$ cat config.mk
export PLATFORM = sky130hd
export DESIGN_NAME = axi4lite_protocol_monitor
export DESIGN_NICKNAME = d
export VERILOG_FILES = /design/src/rtl/axi4lite_protocol_monitor.sv
export SDC_FILE = /design/constraint.sdc
export NUM_CORES = 1
export LEC_CHECK = 0
export CAP_MARGIN = 20
export CORE_ASPECT_RATIO = 1.1
export CORE_MARGIN = 2
export CORE_UTILIZATION = 51
export DETAILED_ROUTE_END_ITERATION = 6
export PLACE_DENSITY = 0.76
export SYNTH_ARGS = -nofsm -noshare
export SYNTH_HDL_FRONTEND = slang
export SYNTH_SLANG_ARGS = --single-unit
$ cat constraint.sdc
create_clock -name clk -period 3.1 [get_ports clk]
set_clock_uncertainty 0.2 [all_clocks]
set_input_delay 0.465 -clock clk [delete_from_list [all_inputs] [get_ports clk]]
set_output_delay 0.465 -clock clk [all_outputs]
set_load 0.005 [all_outputs]
$ cat src/rtl/axi4lite_protocol_monitor.sv
`default_nettype none
// ============================================================================
//  Module   : axi4lite_protocol_monitor
//  Purpose  : Passive AXI4-lite protocol monitor. It watches all five channels
//             between a master and a slave and never drives the bus. It checks:
//               - handshake stability (payload held, VALID held while stalled)
//               - response ordering against outstanding-transaction counts
//               - outstanding-count overflow
//               - VALID-without-READY stall timeouts
//             Violations set sticky per-rule flags. The monitor also captures
//             a first-error code and keeps a saturating count of error cycles.
//  Ports    : clk, rst                  - clock, synchronous active-high reset
//             AW*/W*/B*/AR*/R* inputs   - tapped AXI4-lite channel signals
//             err_clr                   - clear all error state
//             err_flags[13:0]           - sticky rule flags
//             first_err_valid/_code     - lowest rule index of first error cycle
//             err_count[CNT_W-1:0]      - saturating count of error cycles
//  Revision : 1.0 - initial release
// ============================================================================
module axi4lite_protocol_monitor #(
    parameter int ADDRWIDTH = 32,
    parameter int DATAWIDTH = 32,
    parameter int MAX_OUTST = 4,
    parameter int TIMEOUT   = 16,
    parameter int CNT_W     = 8
) (
    input  logic                   clk,
    input  logic                   rst,
    input  logic                   AWVALID,
    input  logic                   AWREADY,
    input  logic [ADDRWIDTH-1:0]   AWADDR,
    input  logic                   WVALID,
    input  logic                   WREADY,
    input  logic [DATAWIDTH-1:0]   WDATA,
    input  logic [DATAWIDTH/8-1:0] WSTRB,
    input  logic                   BVALID,
    input  logic                   BREADY,
    input  logic [1:0]             BRESP,
    input  logic                   ARVALID,
    input  logic                   ARREADY,
    input  logic [ADDRWIDTH-1:0]   ARADDR,
    input  logic                   RVALID,
    input  logic                   RREADY,
    input  logic [DATAWIDTH-1:0]   RDATA,
    input  logic [1:0]             RRESP,
    input  logic                   err_clr,
    output logic [13:0]            err_flags,
    output logic                   first_err_valid,
    output logic [3:0]             first_err_code,
    output logic [CNT_W-1:0]       err_count
);

    localparam int STRBW  = DATAWIDTH / 8;
    localparam int OW     = $clog2(MAX_OUTST + 1);
    localparam int SW     = $clog2(TIMEOUT + 1);
    localparam int NCH    = 5;
    localparam int NRULE  = 14;

    localparam logic [OW-1:0]    C_MAX_OUTST = OW'(MAX_OUTST);
    localparam logic [SW-1:0]    C_TIMEOUT   = SW'(TIMEOUT);
    localparam logic [CNT_W-1:0] C_CNT_MAX   = '1;

    localparam int C_R_B_UNEXP = 10;
    localparam int C_R_R_UNEXP = 11;
    localparam int C_R_OVF     = 12;
    localparam int C_R_TMO     = 13;

    // Channel order: 0=AW, 1=W, 2=B, 3=AR, 4=R. Rule 2*i is PAYLOAD_CHG and
    // rule 2*i+1 is VALID_DROP for channel i.
    logic [NCH-1:0] w_valid;
    logic [NCH-1:0] w_ready;
    assign w_valid = {RVALID, ARVALID, BVALID, WVALID, AWVALID};
    assign w_ready = {RREADY, ARREADY, BREADY, WREADY, AWREADY};

    // ------------------------------------------------------------------
    // History: payload copies and the first-cycle-after-reset qualifier
    // ------------------------------------------------------------------
    logic                 hist_ok_q;
    logic [ADDRWIDTH-1:0] awaddr_q;
    logic [DATAWIDTH-1:0] wdata_q;
    logic [STRBW-1:0]     wstrb_q;
    logic [1:0]           bresp_q;
    logic [ADDRWIDTH-1:0] araddr_q;
    logic [DATAWIDTH-1:0] rdata_q;
    logic [1:0]           rresp_q;

    // Copies are taken every cycle. They are only consulted when the channel
    // was pending, and then they hold the payload presented while stalled.
    always_ff @(posedge clk) begin
        if (rst) begin
            hist_ok_q <= 1'b0;
            awaddr_q  <= '0;
            wdata_q   <= '0;
            wstrb_q   <= '0;
            bresp_q   <= '0;
            araddr_q  <= '0;
            rdata_q   <= '0;
            rresp_q   <= '0;
        end else begin
            hist_ok_q <= 1'b1;
            awaddr_q  <= AWADDR;
            wdata_q   <= WDATA;
            wstrb_q   <= WSTRB;
            bresp_q   <= BRESP;
            araddr_q  <= ARADDR;
            rdata_q   <= RDATA;
            rresp_q   <= RRESP;
        end
    end

    logic [NCH-1:0] w_chg;
    assign w_chg[0] = (AWADDR != awaddr_q);
    assign w_chg[1] = ({WDATA, WSTRB} != {wdata_q, wstrb_q});
    assign w_chg[2] = (BRESP != bresp_q);
    assign w_chg[3] = (ARADDR != araddr_q);
    assign w_chg[4] = ({RDATA, RRESP} != {rdata_q, rresp_q});

    // ------------------------------------------------------------------
    // Per-channel pending bit and stall counter
    // ------------------------------------------------------------------
    logic [NCH-1:0] w_pay_err;
    logic [NCH-1:0] w_drop_err;
    logic [NCH-1:0] w_tmo;

    for (genvar i = 0; i < NCH; i++) begin : g_chan
        logic          pend_q;
        logic [SW-1:0] stall_q;
        logic [SW-1:0] stall_d;

        always_comb begin
            stall_d = '0;
            if (w_valid[i] && !w_ready[i]) begin
                stall_d = (stall_q == C_TIMEOUT) ? stall_q : stall_q + 1'b1;
            end
        end

        always_ff @(posedge clk) begin
            if (rst) begin
                pend_q  <= 1'b0;
                stall_q <= '0;
            end else begin
                pend_q  <= w_valid[i] & ~w_ready[i];
                stall_q <= stall_d;
            end
        end

        assign w_pay_err[i]  = hist_ok_q & pend_q & w_chg[i];
        assign w_drop_err[i] = hist_ok_q & pend_q & ~w_valid[i];
        // Fires only on the transition into the saturated value, so a
        // stall that persists beyond TIMEOUT is reported once.
        assign w_tmo[i]      = (stall_d == C_TIMEOUT) && (stall_q != C_TIMEOUT);
    end

    // ------------------------------------------------------------------
    // Outstanding-transaction counters
    // ------------------------------------------------------------------
    logic [OW-1:0] aw_out_q, aw_out_d;
    logic [OW-1:0] w_out_q,  w_out_d;
    logic [OW-1:0] ar_out_q, ar_out_d;

    logic w_aw_hs, w_w_hs, w_b_hs, w_ar_hs, w_r_hs;
    assign w_aw_hs = AWVALID & AWREADY;
    assign w_w_hs  = WVALID  & WREADY;
    assign w_b_hs  = BVALID  & BREADY;
    assign w_ar_hs = ARVALID & ARREADY;
    assign w_r_hs  = RVALID  & RREADY;

    // A response with nothing outstanding does not decrement; this keeps the
    // counter at zero and lets a simultaneous request still count up.
    function automatic logic [OW-1:0] f_cnt_next(input logic [OW-1:0] cnt,
                                                 input logic          inc,
                                                 input logic          dec);
        logic dec_eff;
        dec_eff = dec && (cnt != '0);
        if (inc && !dec_eff) begin
            f_cnt_next = (cnt == C_MAX_OUTST) ? cnt : cnt + 1'b1;
        end else if (!inc && dec_eff) begin
            f_cnt_next = cnt - 1'b1;
        end else begin
            f_cnt_next = cnt;
        end
    endfunction

    function automatic logic f_ovf(input logic [OW-1:0] cnt,
                                   input logic          inc,
                                   input logic          dec);
        f_ovf = inc && (cnt == C_MAX_OUTST) && !(dec && (cnt != '0));
    endfunction

    always_comb begin
        aw_out_d = f_cnt_next(aw_out_q, w_aw_hs, w_b_hs);
        w_out_d  = f_cnt_next(w_out_q,  w_w_hs,  w_b_hs);
        ar_out_d = f_cnt_next(ar_out_q, w_ar_hs, w_r_hs);
    end

    always_ff @(posedge clk) begin
        if (rst) begin
            aw_out_q <= '0;
            w_out_q  <= '0;
            ar_out_q <= '0;
        end else begin
            aw_out_q <= aw_out_d;
            w_out_q  <= w_out_d;
            ar_out_q <= ar_out_d;
        end
    end

    // ------------------------------------------------------------------
    // Rule detection for the current cycle
    // ------------------------------------------------------------------
    logic [NRULE-1:0] w_det;
    logic             w_any;
    logic [3:0]       w_code;

    always_comb begin
        w_det = '0;
        for (int i = 0; i < NCH; i++) begin
            w_det[2*i]     = w_pay_err[i];
            w_det[2*i + 1] = w_drop_err[i];
        end
        w_det[C_R_B_UNEXP] = BVALID && ((aw_out_q == '0) || (w_out_q == '0));
        w_det[C_R_R_UNEXP] = RVALID && (ar_out_q == '0);
        w_det[C_R_OVF]     = f_ovf(aw_out_q, w_aw_hs, w_b_hs)
                           | f_ovf(w_out_q,  w_w_hs,  w_b_hs)
                           | f_ovf(ar_out_q, w_ar_hs, w_r_hs);
        w_det[C_R_TMO]     = |w_tmo;
    end

    assign w_any = |w_det;

    // Lowest set index wins: scan from the top so the last hit is the lowest.
    always_comb begin
        w_code = '0;
        for (int i = NRULE - 1; i >= 0; i--) begin
            if (w_det[i]) begin
                w_code = 4'(i);
            end
        end
    end

    // ------------------------------------------------------------------
    // Error state. A clear wipes the old state but detections from the same
    // cycle are applied on top, so nothing seen during a clear is lost.
    // ------------------------------------------------------------------
    logic [NRULE-1:0] flags_q, flags_d;
    logic [CNT_W-1:0] cnt_q, cnt_d, w_cnt_base;
    logic             fv_q, fv_d;
    logic [3:0]       fc_q, fc_d;

    always_comb begin
        flags_d    = (err_clr ? '0 : flags_q) | w_det;
        w_cnt_base = err_clr ? '0 : cnt_q;
        cnt_d      = w_cnt_base;
        if (w_any && (w_cnt_base != C_CNT_MAX)) begin
            cnt_d = w_cnt_base + 1'b1;
        end
        fv_d = err_clr ? 1'b0 : fv_q;
        fc_d = err_clr ? 4'd0 : fc_q;
        if (!fv_d && w_any) begin
            fv_d = 1'b1;
            fc_d = w_code;
        end
    end

    always_ff @(posedge clk) begin
        if (rst) begin
            flags_q <= '0;
            cnt_q   <= '0;
            fv_q    <= 1'b0;
            fc_q    <= '0;
        end else begin
            flags_q <= flags_d;
            cnt_q   <= cnt_d;
            fv_q    <= fv_d;
            fc_q    <= fc_d;
        end
    end

    assign err_flags       = flags_q;
    assign err_count       = cnt_q;
    assign first_err_valid = fv_q;
    assign first_err_code  = fc_q;

endmodule
`default_nettype wire

-- Word level (Yosys, flattened, before mapping)
Index checks and enable logic that the tools add are counted.
- output and inout port bits: 27
- word-level logic and storage cells: 200
- register bits: 203
- input port bits: 149
- reductions and logical operators: 57
- multiplexer cells: 41
- $add $sub $neg: 12
- bitwise logic cells: 38
- eq/ne operators: 27
- operators by type and width (operator ; count):
    4-bit 2-to-1 mux ; 16
    32-bit inequality test ; 2
    5-bit equality test, second input constant ; 10
    5-bit 2-to-1 mux ; 10
    36-bit inequality test ; 1
    34-bit inequality test ; 1
    1-bit logical AND ; 29
    3-bit 2-to-1 mux ; 9
    5-bit by 1-bit adder with 5-bit output, second input constant ; 5
    1-bit bitwise AND ; 25
    5-bit inequality test, second input constant ; 5
    18-bit OR reduction ; 1
    8-bit 2-to-1 mux ; 2
    14-bit 2-to-1 mux ; 1
    14-bit bitwise OR ; 1
    1-bit zero test ; 12
    1-bit NOT ; 10
    3-bit by 1-bit adder with 3-bit output, second input constant ; 3
    3-bit equality test, second input constant ; 3
    3-bit zero test ; 3
    3-bit nonzero test ; 3
    3-bit by 1-bit subtractor with 3-bit output, second input constant ; 3
    8-bit by 1-bit adder with 8-bit output, second input constant ; 1
    8-bit inequality test, second input constant ; 1
    other kinds (8) ; 18

-- Logic depth before layout (Yosys ltp)
- depth in word-level cells: 21
- gate-level depth with buffers: 11
- gate-level depth less buffers: 10

-- Least setup slack after synthesis
No wires, ideal clock.
- path kind: register to register
- start: register g_chan[0].stall_q[0]
- end: register fc_q[1], in the netlist first_err_code[1]
- data required time: 2.783 ns
- arrival time: 2.311 ns
- stages on the path, launching flop included: 12
- library setup time: 0.117 ns
- path slack: 0.473 ns
- path through: dfxtp_1 inv_1 ha_1 and4bb_2 nand3_1 nor3b_1 a2111o_1 nor3b_2 and3_4 buf_6 nor4_2 a22o_1
- cells in the longest elaborated chain, start to end: 8
- elaborated cells between the ends (all ways): 11
- those cells by class: add/sub (1); eq/ne (3); mux (3); reduce/logical (4)
- RTL lines (what ; RTL line ; source):
    from (decl) ; 127 ; logic [SW-1:0] stall_q;
    from (signal assigned) ; 143 ; stall_q <= stall_d;
    5-bit by 1-bit adder with 5-bit output / 5-bit equality test (equally long branches) ; 133 ; stall_d = (stall_q == C_TIMEOUT) ? stall_q : stall_q + 1'b1;
    5-bit 2-to-1 mux ; 133 ;
    5-bit 2-to-1 mux ; 132 ; if (w_valid[i] && !w_ready[i]) begin
    5-bit equality test ; 151 ; assign w_tmo[i] = (stall_d == C_TIMEOUT) && (stall_q != C_TIMEOUT);
    1-bit logical AND * ; 151 ;
    18-bit OR reduction * ; 229 ; assign w_any = |w_det;
    1-bit logical AND * ; 259 ; if (!fv_d && w_any) begin
    4-bit 2-to-1 mux / 2-bit nonzero test (equally long branches) ; n/a ;
    to (signal assigned) ; 270 ; fc_q <= '0;
    to (signal assigned) ; 275 ; fc_q <= fc_d;
    to (decl) ; 248 ; logic [3:0] fc_q, fc_d;
Every way passes the cells marked *; elsewhere a longest branch is shown, timed or not.
A chain may end at the register's enable or synchronous reset.

-- Worst setup path in the final report
- start: register g_chan[3].stall_q[0]
- end: register cnt_q[6], in the netlist err_count[6]
- cells in the longest elaborated chain, start to end: 8
- elaborated cells between the ends (all ways): 10
- those cells by class: add/sub (1); eq/ne (3); mux (3); reduce/logical (3)
- RTL lines (what ; RTL line ; source):
    from (decl) ; 127 ;
    from (signal assigned) ; 143 ;
    5-bit by 1-bit adder with 5-bit output / 5-bit equality test (equally long branches) ; 133 ;
    5-bit 2-to-1 mux ; 133 ;
    5-bit 2-to-1 mux ; 132 ;
    5-bit equality test ; 151 ;
    1-bit logical AND * ; 151 ;
    18-bit OR reduction * ; 229 ;
    1-bit logical AND * ; 254 ; if (w_any && (w_cnt_base != C_CNT_MAX)) begin
    8-bit 2-to-1 mux * ; 254 ;
    to (signal assigned) ; 273 ; cnt_q <= cnt_d;
    to (decl) ; 246 ; logic [CNT_W-1:0] cnt_q, cnt_d, w_cnt_base;
Marked as above.

==> impl_results.md <==
- Post-synth EDFFs: 0
- Final WS setup: 0.168 ns
- Largest net degree at the start of global routing: 99
- Pwr/cell area: 572 nW/um^2
- Leak: 4.22 nW
- Mapped Cells: 832
- Initial antenna violation count: 1
- H-tree depth: 1
- Worst setup SP type: flip-flop
- Post-CTS Hold Buffers: 0
- Global-route wire length before repair: 29.8 mm
- Port bufs: 175
- Prevailing post-synth register cell: dfxtp_1
- Initial drt markers: 228
- Worst-Margin Slew: 0.976 ns
- Sink Count: 203
- Place WS: -0.107 ns
- Slew Limit Headroom: 34.9%
- Post-route cell area: 11200 sq um
- CTS root buf: clkbuf_16
- Period Utilization, post-route: 94.6%
- Core area: 15800 sq um
- Worst IR Drop VDD: 0.391 mV
- Unrepaired setup endpoints after global routing: no
- WL/cell: 14.5 microns
- Area Overhead vs Synth: 35.2%
- Critical path's most frequent cell: buf_4
- CTS Buffer Depth: 3
- Vias per cell: 4.99
- Outcome: finished, final reports clean
- Die height: 138 microns
- Worst path max stage delay: 0.45 ns
- Final Hold Viols: 0
- Final antenna-violating net count: 0
- Max cap viols: 0
- Vias in the first global route: 6328
- GRT Total Usage: 21.0%
- Fin Hold WS: 0.171 ns
- Worst setup EP type: flip-flop
- Syn_nets: 995
- Clock latency on the worst-skew pair: 0.49 ns
- I/O pins: 176
- Placer congestion estimate: 0.842
- WP buf/inv: 3
- Worst path required time: 3.33 ns
- CTS Buf Count: 22
- Critical Path AT: 3.16 ns
- Register area share after synthesis: 48.9%
- Slew Viols, Final: 0
- Syn_area_per_cell: 9.99 sq um
- Reg clk slew, reported paths: 0.06 ns
- Seq cells post-synth: 203
- Worst-path cell chain: inv_1, ha_4, nor4bb_1, nand2_1, nor4b_2, buf_4, a2111o_1, nor3b_2, and3_4, buf_4, or3_2, a21oi_2
- Final setup violation count: 0
- Layout Cells excl Fill: 1257
- Dpl cells: 1218
- Gr ovfl total: 0
- Post-DP HPWL: 13.6 mm
- Floorplan row count: 48
- Setup Crit Path Kind: flip-flop to flip-flop
- Mapped Area: 8310 sq um
- Distinct cells, synth: 55
- Chip width: 126 microns
- Nets: 1206
- Slowest CP cell: or3_2
- Worst hold-check path type: primary input to flip-flop
- Total die area: 17300 sq um
- Placed Area: 10500 sq um
- Min Tclk post-route: 2.93 ns
- Async S/R FF share, synth: 0%
- Fmax: 341 MHz
- Layout cells sized above 1: 8.81%
- Via count: 6270
- Drt total wl: 18.3 mm
- Critical Path Fanout Max: 10
- Drt pass-1 iters: 4
- Power Total: 6.43 mW
- Yosys warns: 0
- CTS tree: built
- Drt drc: 0
- Top delay family on crit path: simple AND/OR/NAND/NOR gates
- Initial Utilization: 52.6%
==> area by class of cell <==
cell class / count / area (sq um)
well taps: 200 / 250
flip-flops and latches: 203 / 4070
clock buffers: 32 / 669
fillers: 1254 / 4560
clock inverters: 5 / 53.8
repair buffers: 208 / 2000
inverters: 17 / 63.8
diodes: 1 / 2.50
multi-input cells: 591 / 4130
==> per-layer routing <==
| layer | routed length [microns] | vias to the layer above | track usage, % |
|---|---|---|---|
| li1 | - | 3188 | - |
| met3 | 1270 | 31 | 5.83 |
| met4 | 445 | 0 | 6.98 |
| met2 | 9040 | 155 | 38.1 |
| met1 | 7520 | 2896 | 24.1 |
| met5 | 0 | - | 0 |
==> logic make-up after synthesis <==
group	synth area share (%)
AND/OR/NAND/NOR	23.9
flip-flops	48.9
XOR/XNOR	17.5
AO/OA/AOI/OAI	5.06
buffers and inverters	1.82
adder cells (fa/ha/maj)	2.38
multiplexers	0.482
==> final timing paths <==
| check | end | cells past startpoint | from | slack [ns] |
|---|---|---|---|---|
| setup / recovery | err_count[6] | 12 | g_chan[3].stall_q[0] | 0.17 |
| hold reg to reg | err_flags[8] | 2 | err_flags[8] | 0.27 |
| setup reg to reg | err_count[6] | 12 | g_chan[3].stall_q[0] | 0.17 |
| hold / removal | w_out_q[0] | 2 | rst | 0.17 |
==> report_power, final <==
group          switching (mW)  internal, mW  total (mW)
clock network           0.990          1.57        2.56
logic                   0.409         0.565       0.974
registers               0.115          2.78        2.89
==> per-stage QoR <==
step           TNS [ns]  utilization [%]
3_3_place_gp     -0.938             66.2
5_1_grt               0             71.1
3_5_place_dp     -0.538             66.2
4_1_cts               0             70.8
2_1_floorplan         0                -
6_report              0             71.1
==> synthesized netlist by cell type, drive strengths merged, types with 7 or more instances <==
| cell | n | share of area (%) |
|---|---|---|
| a21oi | 28 | 1.7 |
| a31oi | 7 | 0.53 |
| and2 | 9 | 0.68 |
| clkbuf | 18 | 0.81 |
| dfxtp | 203 | 49 |
| ha | 11 | 1.7 |
| inv | 16 | 0.72 |
| nand2 | 33 | 1.5 |
| nand3 | 16 | 0.96 |
| nand4 | 29 | 2.2 |
| nor2 | 47 | 2.1 |
| nor2b | 143 | 11 |
| nor3 | 10 | 0.60 |
| nor4 | 17 | 1.6 |
| o21ai | 13 | 0.78 |
| xnor2 | 119 | 13 |
| xor2 | 47 | 5.0 |
==> cells in the final DEF (no fill, tap or decap), types with 4 or more instances in the layout <==
master	Yosys	routed
a21oi_1	28	27
a31oi_1	7	7
and2_1	9	9
and3_1	4	4
buf_4	0	34
clkbuf_16	0	23
clkbuf_8	0	6
clkdlybuf4s50_1	0	174
dfxtp_1	203	201
ha_1	11	10
inv_1	16	16
mux2i_1	4	4
nand2_1	33	33
nand2b_1	5	5
nand3_1	16	16
nand3b_1	5	5
nand4_1	29	29
nor2_1	47	47
nor2b_1	143	143
nor3_1	10	9
nor4_1	14	14
o211ai_1	5	5
o21ai_0	13	13
or3_2	5	5
xnor2_1	119	119
xor2_1	47	47
==> state kept, by name, summed over array words and instances, names as in the netlist, 4 cells and up <==
| register | cells |
|---|---|
| first_err_code | 4 |
| wstrb_q | 4 |
| awaddr_q | 32 |
| wdata_q | 32 |
| rdata_q | 32 |
| g_chan.pend_q | 5 |
| g_chan.stall_q | 25 |
| araddr_q | 32 |
| err_flags | 14 |
| err_count | 8 |
==> what timing repair did <==
action / 4_1_cts / 5_1_grt
endpoints found under the setup margin: 0 / 7
resized for setup: 0 / 7
buffers inserted: 0 / 1
Note: power is estimated with default switching activity, not from simulation.
